## src/rtl/parking_gate_ctrl.sv

```systemverilog
// Parking barrier controller: serves entry/exit requests one at a time, holds the
// gate open for GATE_CYCLES per admitted car and keeps occupancy within CAPACITY.
module parking_gate_ctrl #(
    parameter int CAPACITY    = 9,
    parameter int CNT_W       = 4,
    parameter int GATE_CYCLES = 50_000_000,
    parameter int TMR_W       = 26
) (
    input  logic             clk,
    input  logic             rst,
    input  logic             entry_p,
    input  logic             exit_p,
    output logic [CNT_W-1:0] count,
    output logic             full,
    output logic             empty,
    output logic             gate_open,
    output logic             gate_dir,
    output logic             reject,
    output logic             busy
);

    typedef enum logic [1:0] {
        IDLE     = 2'd0,
        OPEN_IN  = 2'd1,
        OPEN_OUT = 2'd2
    } state_t;

    localparam logic [CNT_W-1:0] CAP_V   = CNT_W'(CAPACITY);
    localparam logic [CNT_W-1:0] CNT_ONE = {{(CNT_W-1){1'b0}}, 1'b1};
    localparam logic [TMR_W-1:0] TMR_LD  = TMR_W'(GATE_CYCLES - 1);
    localparam logic [TMR_W-1:0] TMR_ONE = {{(TMR_W-1){1'b0}}, 1'b1};

    state_t           state_q, state_d;
    logic [CNT_W-1:0] count_q, count_d;
    logic [TMR_W-1:0] timer_q, timer_d;
    logic             pend_in_q, pend_in_d;
    logic             pend_out_q, pend_out_d;
    logic             reject_q, reject_d;

    logic             full_s, empty_s, req_in_s, req_out_s;

    assign full_s    = (count_q == CAP_V);
    assign empty_s   = (count_q == {CNT_W{1'b0}});
    assign req_in_s  = entry_p | pend_in_q;
    assign req_out_s = exit_p | pend_out_q;

    // Next-state: IDLE arbitration (exit first) and open-gate countdown.
    always_comb begin
        state_d    = state_q;
        count_d    = count_q;
        timer_d    = timer_q;
        pend_in_d  = pend_in_q;
        pend_out_d = pend_out_q;
        reject_d   = 1'b0;
        case (state_q)
            IDLE: begin
                if (req_out_s && !empty_s) begin
                    state_d    = OPEN_OUT;
                    timer_d    = TMR_LD;
                    pend_out_d = 1'b0;
                    pend_in_d  = req_in_s;
                end else if (req_out_s) begin
                    reject_d   = 1'b1;
                    pend_out_d = 1'b0;
                    pend_in_d  = req_in_s;
                end else if (req_in_s && !full_s) begin
                    state_d   = OPEN_IN;
                    timer_d   = TMR_LD;
                    pend_in_d = 1'b0;
                end else if (req_in_s) begin
                    reject_d  = 1'b1;
                    pend_in_d = 1'b0;
                end else begin
                    state_d = IDLE;
                end
            end
            OPEN_IN, OPEN_OUT: begin
                pend_in_d  = pend_in_q | entry_p;
                pend_out_d = pend_out_q | exit_p;
                if (timer_q == {TMR_W{1'b0}}) begin
                    state_d = IDLE;
                    // Guards keep the counter from wrapping even if parameters are odd.
                    if (state_q == OPEN_IN) begin
                        if (count_q < CAP_V) begin
                            count_d = count_q + CNT_ONE;
                        end else begin
                            count_d = count_q;
                        end
                    end else begin
                        if (!empty_s) begin
                            count_d = count_q - CNT_ONE;
                        end else begin
                            count_d = count_q;
                        end
                    end
                end else begin
                    timer_d = timer_q - TMR_ONE;
                end
            end
            default: begin
                state_d = IDLE;
            end
        endcase
    end

    // State register with synchronous active-high reset.
    always_ff @(posedge clk) begin
        if (rst) begin
            state_q    <= IDLE;
            count_q    <= {CNT_W{1'b0}};
            timer_q    <= {TMR_W{1'b0}};
            pend_in_q  <= 1'b0;
            pend_out_q <= 1'b0;
            reject_q   <= 1'b0;
        end else begin
            state_q    <= state_d;
            count_q    <= count_d;
            timer_q    <= timer_d;
            pend_in_q  <= pend_in_d;
            pend_out_q <= pend_out_d;
            reject_q   <= reject_d;
        end
    end

    assign count     = count_q;
    assign full      = full_s;
    assign empty     = empty_s;
    assign gate_open = (state_q != IDLE);
    assign gate_dir  = (state_q == OPEN_IN);
    assign reject    = reject_q;
    assign busy      = (state_q != IDLE);

endmodule

```

## config.mk

```make
export PLATFORM = sky130hd
export DESIGN_NAME = parking_gate_ctrl
export DESIGN_NICKNAME = d
export VERILOG_FILES = /design/src/rtl/parking_gate_ctrl.sv
export SDC_FILE = /design/constraint.sdc
export NUM_CORES = 1
export LEC_CHECK = 0
export ABC_AREA = 1
export CAP_MARGIN = 10
export CELL_PAD_IN_SITES_DETAIL_PLACEMENT = 1
export CELL_PAD_IN_SITES_GLOBAL_PLACEMENT = 1
export CORE_UTILIZATION = 42
export CTS_CLUSTER_SIZE = 30
export DETAILED_ROUTE_END_ITERATION = 12
export PLACE_DENSITY_LB_ADDON = 0.12
export SYNTH_ARGS = -nofsm -noshare
export SYNTH_HDL_FRONTEND = slang
export SYNTH_SLANG_ARGS = --single-unit
```

## constraint.sdc

```tcl
create_clock -name clk -period 2.3 [get_ports clk]
set_input_delay 0.23 -clock clk [delete_from_list [all_inputs] [get_ports clk]]
set_output_delay 0.23 -clock clk [all_outputs]
set_load 0.02 [all_outputs]
```

==> results.rst, run 1 <==
.. list-table::
   :header-rows: 1

   * - Metric
     - Value
   * - Cell type of the slowest stage on the worst timing path
     - dfxtp_1
   * - Sw Ratio
     - roughly 44%
   * - Routed length per instance
     - 14.6 um
   * - Clock tree buffer depth
     - 2
   * - Reg-to-reg slack, setup
     - 0.24 ns
   * - Min-delay worst type
     - reg -> reg
   * - Final instance area
     - 2660 um^2
   * - Setup TNS after final layout
     - 0 ns
   * - Power share of the combinational group
     - 45.3%
   * - RSZ-0062 raised after global routing
     - no
   * - Main synth FF type
     - dfxtp_1
   * - Element type at the critical path end
     - flop
   * - # resized after CTS
     - 0
   * - End-of-flow core utilization
     - 48.3%
   * - Total half-perimeter wirelength after legalization and detailed placement
     - 4.84 mm
   * - Port bufs
     - 13
   * - Total CTS buffers
     - 5
   * - Share of post-route cells with drive strength above 1
     - 10.4%
   * - Final weighted congestion in routability-driven placement
     - 0.777
   * - Pin count of the biggest net entering global routing
     - 27
   * - Netlist area before placement
     - 2390 um^2
   * - Crit-path max FO
     - 26
   * - I/O Pins
     - 14
   * - Final min period
     - 2.06 ns
   * - Destination of the worst register-to-register timing path
     - timer_q[4]
   * - Worst reg2reg path startpoint
     - timer_q[0]
   * - Compound-Gate Fraction of Synth Area
     - 9.79%
   * - Slew HR
     - a little under three fifths
   * - Layout Nets
     - 392
   * - PD cells
     - 881 nW/um^2
   * - Number of flip-flops and latches in the synthesized netlist
     - 35
   * - CP bufs+invs
     - 1
   * - Peak supply drop
     - 0.351 mV
   * - Result of the run
     - completed
   * - Post-Synth XOR/XNOR Area
     - 2.93%
   * - Internal power of the cells
     - 1.31 mW
   * - Setup Fix Bufs, Post-CTS
     - 0
   * - Cell family contributing the most delay on the critical path
     - simple AND/OR/NAND/NOR gates
   * - Dpl cells
     - 447
   * - Instance count along the most critical hold path
     - 2
   * - Hold-fix buffers, CTS
     - 0
   * - Net count of the mapped netlist
     - 379
   * - Area overhead of the layout relative to synthesis
     - 11.3%
   * - Worst EP required
     - 2.52 ns
   * - Top post-synthesis cells by area
     - dfxtp_1, nand2_1, nand3_1, nor2_1, a21oi_1
   * - Fin. Hold Viols
     - 0
   * - Total DRC errors in the routed layout
     - 0
   * - Multiplexer area fraction after synthesis
     - 0%
   * - Initial antenna violation count
     - 0
   * - Die W
     - 77.5 um
   * - Diodes inserted
     - 0
   * - Endpoints failing setup
     - 0
   * - Post-DR vias/cell
     - 5.34
   * - Count of mapped cells out of synthesis
     - 369
   * - Detailed Routing Iterations Pass 1
     - 4
   * - Arrival time worst endpoint
     - between 2 and 2.5 ns
   * - Share of total power in sequential cells
     - approximately 33%
   * - Commonest non-fill, non-tap cells in the layout
     - nand2_1, nand3_1, nor2_1
   * - Register area share after synthesis
     - 29.3%
   * - Number of enable-type register cells in the synthesized netlist
     - 0
   * - Final instance count without filler cells
     - around 460
   * - Residual antenna-violating net count after detailed routing
     - 0
   * - Main combinational cell family by area after synthesis
     - simple AND/OR/NAND/NOR gates
   * - Largest area contributor in the synthesized netlist
     - dfxtp_1
   * - Yosys synthesis warning count
     - 0
   * - Row count
     - 27
   * - Synthesized-area fraction occupied by and/or/nand/nor cells
     - 45.2%
   * - Final worst path period share
     - 89.5%
   * - CTS H-Tree Depth
     - 2
   * - Global-route total usage across every layer
     - 23.8%
   * - Skew-Pair Late Insertion Delay
     - 0.29 ns
   * - Final Routed Wirelength
     - 6.65 mm
   * - Area taken by flip-flops and latches
     - 701 um^2
   * - CTS tree
     - yes
   * - Worst R2R Path Depth
     - 10
   * - Clock root cell
     - clkbuf_8
   * - Slew at the pin closest to its max-slew limit
     - 0.639 ns
   * - Vias in the first global route
     - 2440
   * - Hold Startpoint
     - state_q[1]
   * - Placement Setup Slack
     - 0.227 ns
   * - Top cell by count, worst path
     - nand2_2
   * - Core Region
     - 5510 um^2
   * - Starting density of the core
     - 43.4%
   * - Most common library cell in the layout ignoring fill and taps
     - nand2_1
   * - Critical Path Source
     - timer_q[0]
   * - Max cap viols
     - 0
   * - Final Slew Violations
     - 0
   * - Violation count after the first detailed-routing iteration
     - 82
   * - Type of origin of the critical path
     - flop
   * - Instance count on the critical path
     - 10
   * - Area of the multi-input gates
     - 1470 um^2
   * - Number of sinks driven by the clock tree
     - 35
   * - Global route total overflow
     - 0
   * - Via count of the routed design
     - 2428
   * - Wire length of the first global-routing pass
     - about 11 mm
   * - Reported leakage power
     - 1.09 nW
   * - Critical path start-end classification
     - reg -> reg
   * - Cells along the critical path
     - inv_1, ha_1, nand2_2, nor2_4, and2_1, nand2_2, nand3_4, nand2_4, nand2_1, a21oi_1
   * - Area fraction of the dominant cell type after synthesis
     - 29.3%
   * - Maximum operating frequency
     - 486 MHz
   * - Longest individual stage delay on the worst path
     - 0.36 ns
   * - DIE AREA
     - 6000 um^2
   * - Area share of fa/ha/maj cells after synthesis
     - 3.45%
   * - Hold Path Sink
     - state_q[1]
   * - Mean area per synthesized cell
     - 6.48 um^2
   * - Area of placed instances
     - 2560 um^2
   * - Layout fillers
     - a little under 800
   * - Synth unique cells
     - 31
   * - Clock network fraction of design power
     - 21.4%
   * - Switching power total
     - between 1 and 1.5 mW
   * - Clk_skew
     - 0.00510 ns
   * - Worst-path clk slew
     - 0.07 ns
   * - Die outline height
     - a little under 80 um
   * - Worst Setup Slack, final
     - 0.242 ns
   * - Asr flop ratio synth
     - 0%
==> worst min-delay path, delay by kind of cell, from the launching register on <==
kind	cells	cell delay [ns]
flops	1	0.32
simple gates	1	0.06
compound gates	1	0.05
==> synthesized netlist by cell type, drive strengths merged, types with 5 or more instances <==
| cell type | count |
|---|---|
| or2 | 6 |
| clkbuf | 6 |
| nand4 | 10 |
| o21ai | 10 |
| a21oi | 34 |
| nand3 | 64 |
| buf | 7 |
| nand2 | 84 |
| xor2 | 5 |
| ha | 5 |
| nor2 | 59 |
| inv | 33 |
| dfxtp | 35 |
==> through the flow <==
step | power [mW] | hold slack (ns)
detailed placement | 1.85 | 0.464
CTS | 2.36 | 0.475
floorplan | 1.61 | 0.420
global placement | 1.82 | 0.453
finish | 2.34 | 0.471
global route | 2.53 | 0.495
==> flip-flops by register name (all words and copies together) (netlist names) <==
signal      flops
count           4
reject          1
pend_out_q      1
pend_in_q       1
state_q         2
timer_q        26
==> per-layer routing <==
layer | share of wire (%) | global-route usage (%)
met1 | 48 | 28.9
met2 | 49 | 42.7
met3 | 1.8 | 3.88
met4 | 1.1 | 6.60
met5 | 0 | 0
==> power groups by stage <==
stage	Clock, mW	Combinational, mW	Sequential, mW
3_3_place_gp	0	1.03	0.791
6_report	0.501	1.06	0.780
3_5_place_dp	0	1.06	0.792
2_1_floorplan	0	0.842	0.769
5_1_grt	0.537	1.20	0.794
4_1_cts	0.515	1.07	0.779
==> cell families after synthesis <==
kind of cell             count (synthesis)
buffers and inverters                   47
adder cells (fa/ha/maj)                  6
flip-flops                              35
AO/OA/AOI/OAI                           45
XOR/XNOR                                 8
AND/OR/NAND/NOR                        228
==> worst max path at each step <==
| stage | end | slack [ns] |
|---|---|---|
| after global placement | timer_q[24] | 0.28 |
| after global routing | timer_q[22] | 0.06 |
| final | timer_q[4] | 0.24 |
| after CTS | timer_q[12] | 0.21 |
| after floorplan | count[3] | 0.49 |
| after detailed placement | timer_q[4] | 0.23 |
==> layout make-up <==
class                           instances  share of cell area [%]
Tap cell                               72                    3.39
Timing Repair Buffer                   19                    6.58
Clock buffer                            8                    3.76
Multi-Input combinational cell        287                    55.1
Inverter                               34                    4.80
Sequential cell                        35                    26.3
Note: power is estimated with default switching activity, not from simulation.
==> run 2: changes to the inputs <==
==> constraint.sdc (replaced) <==
create_clock -name clk -period 2.3 [get_ports clk]
set_input_delay 0.345 -clock clk [delete_from_list [all_inputs] [get_ports clk]]
set_output_delay 0.345 -clock clk [all_outputs]
set_load 0.02 [all_outputs]
==> run 2 against run 1 <==
Compared with the run above:
- global-route usage fell by 0.27 points
- utilization is 0.068 points lower
- critical path depth down 6
- via count down 0.49%
- cell count increased by 0.44%
- critical path type is now reg -> out
- sequential cell count is the same
- maximum frequency shrank 4.5%
==> results.rst, run 2 (same netlist as run 1, synthesis figures left out) <==
.. list-table::
   :header-rows: 1

   * - Metric
     - Value
   * - Result of the run
     - completed
   * - Worst-path clk slew
     - 0.06 ns (about the same)
   * - Setup TNS after final layout
     - 0 ns (unchanged)
   * - Total DRC errors in the routed layout
     - 0 (unchanged)
   * - Final instance area
     - 2660 um^2 (-0.14%)
   * - Total CTS buffers
     - 5 (unchanged)
   * - Worst Setup Slack, final
     - 0.146 ns (-0.0961 ns)
   * - Hold-fix buffers, CTS
     - 0 (unchanged)
   * - Worst R2R Path Depth
     - 10 (unchanged)
   * - Violation count after the first detailed-routing iteration
     - 101 (+23%)
   * - Row count
     - 27 (unchanged)
   * - Initial antenna violation count
     - 0 (unchanged)
   * - Clock root cell
     - clkbuf_8
   * - Routed length per instance
     - 14.3 um (-2.0%)
   * - Max cap viols
     - 0 (unchanged)
   * - Number of sinks driven by the clock tree
     - 35 (unchanged)
   * - Layout fillers
     - 762 (-1.6%)
   * - Area taken by flip-flops and latches
     - 701 um^2 (unchanged)
   * - Final min period
     - 2.15 ns (+0.0961 ns)
   * - Overall power consumption
     - 2.29 mW (-2.4%)
   * - Type of origin of the critical path
     - flop
   * - Final weighted congestion in routability-driven placement
     - 0.793 (+2.1%)
   * - Worst EP required
     - 1.96 ns (-0.56 ns)
   * - Worst slack on hold paths
     - 0.466 ns (-0.00508 ns)
   * - CTS tree
     - yes
   * - Destination of the worst register-to-register timing path
     - timer_q[17]
   * - Instance count along the most critical hold path
     - 2 (unchanged)
   * - Reported leakage power
     - 1.09 nW (about the same)
   * - Min-delay worst type
     - reg -> reg
   * - Hold Startpoint
     - state_q[1]
   * - Critical path start-end classification
     - reg -> out
   * - Global-route total usage across every layer
     - 23.5% (-0.27 points)
   * - Final instance count without filler cells
     - 457 (+0.44%)
   * - Most common library cell in the layout ignoring fill and taps
     - nand2_1
   * - Residual antenna-violating net count after detailed routing
     - 0 (unchanged)
   * - Layout Nets
     - 394 (+0.51%)
   * - Diodes inserted
     - 0 (unchanged)
   * - Fin. Hold Viols
     - 0 (unchanged)
   * - I/O Pins
     - 14 (unchanged)
   * - Final Slew Violations
     - 0 (unchanged)
   * - Die W
     - 77.5 um (unchanged)
   * - Post-DR vias/cell
     - 5.29 (-0.93%)
   * - Port bufs
     - 13 (unchanged)
   * - Starting density of the core
     - 43.4% (unchanged)
   * - Arrival time worst endpoint
     - 1.81 ns (-0.47 ns)
   * - DIE AREA
     - 6000 um^2 (unchanged)
   * - End-of-flow core utilization
     - 48.3% (-0.068 points)
   * - Slew at the pin closest to its max-slew limit
     - 0.612 ns (-0.0272 ns)
   * - Largest Register
     - timer_q
   * - Cell family contributing the most delay on the critical path
     - buffers and inverters
   * - # resized after CTS
     - 0 (unchanged)
   * - Crit-path max FO
     - 7 (-73%)
   * - Setup Fix Bufs, Post-CTS
     - 0 (unchanged)
   * - Wire length of the first global-routing pass
     - 11.2 mm (-0.92%)
   * - Via count of the routed design
     - 2416 (-0.49%)
   * - Dpl cells
     - 449 (+0.45%)
   * - Longest individual stage delay on the worst path
     - 0.65 ns (+0.29 ns)
   * - Peak supply drop
     - 0.361 mV (+2.8%)
   * - Clock tree buffer depth
     - 2 (unchanged)
   * - Area of placed instances
     - 2580 um^2 (+0.59%)
   * - Endpoints failing setup
     - 0 (unchanged)
   * - CTS H-Tree Depth
     - 2 (unchanged)
   * - Area overhead of the layout relative to synthesis
     - 11.1%
   * - Cells along the critical path
     - inv_1, ha_1, inv_1, clkdlybuf4s50_1
   * - Clk_skew
     - 0.0103 ns (+0.00522 ns)
   * - Top cell by count, worst path
     - inv_1
   * - PD cells
     - 861 nW/um^2 (-2.2%)
   * - Cell type of the slowest stage on the worst timing path
     - clkdlybuf4s50_1
   * - Total half-perimeter wirelength after legalization and detailed placement
     - 4.80 mm (-0.75%)
   * - Final worst path period share
     - 93.7% (+4.2 points)
   * - Skew-Pair Late Insertion Delay
     - 0.29 ns (about the same)
   * - Pin count of the biggest net entering global routing
     - 27 (unchanged)
   * - Vias in the first global route
     - 2449 (+0.37%)
   * - Final Routed Wirelength
     - 6.55 mm (-1.6%)
   * - Maximum operating frequency
     - 464 MHz (-4.5%)
   * - Slew HR
     - 59.1% (+1.8 points)
   * - Core Region
     - 5510 um^2 (unchanged)
   * - Flip-flop count of the largest register after layout
     - 26 (unchanged)
   * - Placement Setup Slack
     - 0.255 ns (+0.0284 ns)
   * - RSZ-0062 raised after global routing
     - no
   * - Die outline height
     - 77.5 um (unchanged)
   * - Hold Path Sink
     - state_q[1]
   * - Element type at the critical path end
     - primary output
   * - Detailed Routing Iterations Pass 1
     - 4 (unchanged)
   * - Area of the multi-input gates
     - 1470 um^2 (unchanged)
   * - Share of post-route cells with drive strength above 1
     - 10.6% (+0.21 points)
   * - CP bufs+invs
     - 3 (+2)
   * - Worst reg2reg path startpoint
     - timer_q[0]
   * - Reg-to-reg slack, setup
     - 0.39 ns (+0.15 ns)
   * - Global route total overflow
     - 0 (unchanged)
   * - Commonest non-fill, non-tap cells in the layout
     - nand2_1, nand3_1, nor2_1
==> run 2: changes by cell type in the layout (fill, tap and decap cells not counted) <==
| cell | change |
|---|---|
| buf_4 | +2 |
| clkbuf_1 | +1 |
| clkbuf_8 | -2 |
| clkinv_2 | +1 |
==> run 2: how the worst max path moves through the flow <==
stage,start,to,cells past startpoint,slack [ns]
after detailed placement,exit_p,timer_q[6],9,0.25
final,state_q[0],busy,4,0.15
after global routing,state_q[0],gate_open,4,0.09
after global placement,exit_p,timer_q[24],9,0.31
after CTS,state_q[0],busy,4,0.13
after floorplan,state_q[1],count[3],10,0.49
==> run 2: routing by layer <==
metal	global-route usage (%)	routed length (um)	part of all wire [%]
met5	0	0	0
met4	6.60	59	0.90
met3	3.76	160	2.4
met2	41.0	3160	48
met1	29.6	3160	48
==> run 2: report_power, final <==
part	total [mW]	switching (mW)	internal (mW)	leakage [nW]
registers	0.786	0.0994	0.686	0.287
logic	1.06	0.699	0.359	0.765
clock network	0.445	0.232	0.213	0.0422
==> run 2: final cells by class <==
type	instances	area share (%)
clock buffers	7	2.87
clock inverters	1	0.188
inverters	34	4.80
multi-input cells	287	55.2
flip-flops and latches	35	26.4
well taps	72	3.39
repair buffers	21	7.16
==> run 2: worst reg2reg max path: cells and delay by family (launching register included) <==
| kind | cells | cell delay (ns) |
|---|---|---|
| fa+ha+maj | 1 | 0.27 |
| compound gates | 1 | 0.16 |
| buf+inv | 2 | 0.33 |
| flops | 1 | 0.33 |
| simple gates | 6 | 0.75 |
==> run 3: changes to the inputs <==
SLEW_MARGIN = 20   (was not set)
==> results of run 3 <==
Final layout, timing and power as in run 2 (identical DEF).
==> edit, RTL diff (settings of run 1) <==
Make the reset (`rst`) asynchronous in one clocked block. Comments in the files are not updated.
--- a/src/rtl/parking_gate_ctrl.sv
+++ b/src/rtl/parking_gate_ctrl.sv
@@ -104,7 +104,7 @@
     end
 
     // State register with synchronous active-high reset.
-    always_ff @(posedge clk) begin
+    always_ff @(posedge clk or posedge rst) begin
         if (rst) begin
             state_q    <= IDLE;
             count_q    <= {CNT_W{1'b0}};
Formal check against the unedited RTL: differs if rst is asserted again (counterexample within 4 cycles, from zero or initial values and one cycle with rst high); with rst held inactive, the same outputs for 10 cycles.
==> edit against run 1 <==
- final area is 3.1% higher
- largest cell class unchanged
- synthesized cell count is 0.27% higher
- utilization is 0.87 points higher
- synthesized area is 2.8% higher
- count of clock-buffer cells in the layout stayed put
- total power is 40% higher
- via count is 0.95% lower
- largest power group unchanged
- critical path depth is 6 lower
- clock power is 2% higher
- sequential cell count stayed put
- routed wire length is 3.5% higher
- setup slack better by 33 ps
- register-to-register slack better by 98 ps
- critical path type is now reg -> out
==> edit: results (changes against run 1) <==
- Run status: finished, final reports clean
- Crit-path max FO: 6 (-77%)
- Max IR drop VDD: 0.000542 V (+54%)
- Clk Latency, worst-skew pair: 290 ps (about the same)
- Hold Slack: 364 ps (-107 ps)
- Die W: 78.5 um (+1.4%)
- Storage element area: 876 um2 (+25%)
- Cell variety after synth: 28 (-9.7%)
- RR Startpoint: timer_q[0]$_DFFE_PP0P_
- Leak Pwr: 0.00134 uW (+22%)
- Hold WC Path Type: in -> async
- CP arrival: 1790 ps (-490 ps)
- Met2 usage in global routing: 46.9% (+4.1 points)
- DR iter-0 viols: 89 (+8.5%)
- Final hold viol count: 0 (unchanged)
- Bufs w/o clock: 17 (-2)
- Clock share of power: 15.6% (-5.8 points)
- Clk_skew: 5.49 ps (+0.393 ps)
- Multi-input logic portion of the cell area: 50.9% (-4.2 points)
- CTS H-tree lvls: 2 (unchanged)
- Vias per cell: 5.26 (-1.4%)
- Clock network area share: 3.65% (-0.11 points)
- Syn_nets: 380 (+0.26%)
- Top_reg_cell synth: dfrtp_1
- Comb_multi_in: 293 (+2.1%)
- Vias in the first global route: 2,482 (+1.7%)
- Most Crowded Layer GR: met2
- Met3 capacity usage during global routing: 3.72% (-0.16 points)
- Ys async rst share: 100% (+100 points)
- Dpl hpwl: 5180 um (+7.1%)
- Antenna-violating nets left: 0 (unchanged)
- FILL cells: 770 (-0.52%)
- Post-synthesis sequential area ratio: 35.6% (+6.3 points)
- Worst reg2reg setup slack: 340 ps (+100 ps)
- FF-to-FF End: timer_q[24]$_DFFE_PP0P_
- Area contributors post-synth: dfrtp_1, nand2_1, nand3_1
- P_sw: 1610 uW (+56%)
- Final non-clock buffer share: 5.84% (-0.74 points)
- GRT Total Usage: 25.0% (+1.3 points)
- Met1 usage: 29.4% (+0.53 points)
- Crit path launch: count[1]$_DFFE_PP0P_
- Slew headroom: 67.3% (+10 points)
- Worst Setup EP: empty
- Critical path's slowest cell: clkdlybuf4s50_1
- Number of buffers added on ports: 13 (unchanged)
- CTS Buf Count: 5 (unchanged)
- Critical path's top delay family: buffers and inverters
- Post-synth top cells: nand2_1, nand3_1, nor2_1, dfrtp_1, inv_1
- Gpl congestion: 0.814 (+4.9%)
- CP max stage delay: 600 ps (+240 ps)
- Largest net degree at the start of global routing: 36 (+33%)
- Total Wirelength: 6880 um (+3.5%)
- Share of post-route cells with drive strength above 1: 7.53% (-2.9 points)
- First-pass GRT wire length: 12,100 um (+6.9%)
- Inverters excl. clock: 32 (-5.9%)
- # Post-CTS Setup Buffers: 0 (unchanged)
- Net count of the finished layout: 394 (+0.51%)
- Seq power: 1070 uW (+37%)
-- edit: cell types whose count changed after synthesis, moves of 5 or more --
cell | before | now
nand3_2 | 5 | 0
dfxtp_1 | 35 | 0
a21oi_1 | 33 | 3
nor2_1 | 52 | 57
nand2_1 | 79 | 117
dfrtp_1 | 0 | 35
-- edit: stage by stage --
stage	std cells	cell area, um2	power, uW	setup WS (ps)
2_1_floorplan	370	2460	2360	491
6_report	457	2740	3270	275
3_5_place_dp	449	2640	2790	145
5_1_grt	457	2740	3600	137
3_3_place_gp	449	2640	2720	225
4_1_cts	457	2740	3310	250
-- edit: cell families after synthesis --
logic type / Yosys count / synth area share (%)
AO/OA/AOI/OAI: 11 / 2.24
buffers and inverters: 42 / 7.58
XOR/XNOR: 9 / 3.21
adder cells (fa/ha/maj): 6 / 3.36
flip-flops: 35 / 35.6
AND/OR/NAND/NOR: 267 / 48.0
-- edit: metal layers --
layer	wire length, um	vias to the layer above
li1	-	1201
met1	3070	1168
met2	3590	28
met3	136	8
met4	80	0
met5	0	-
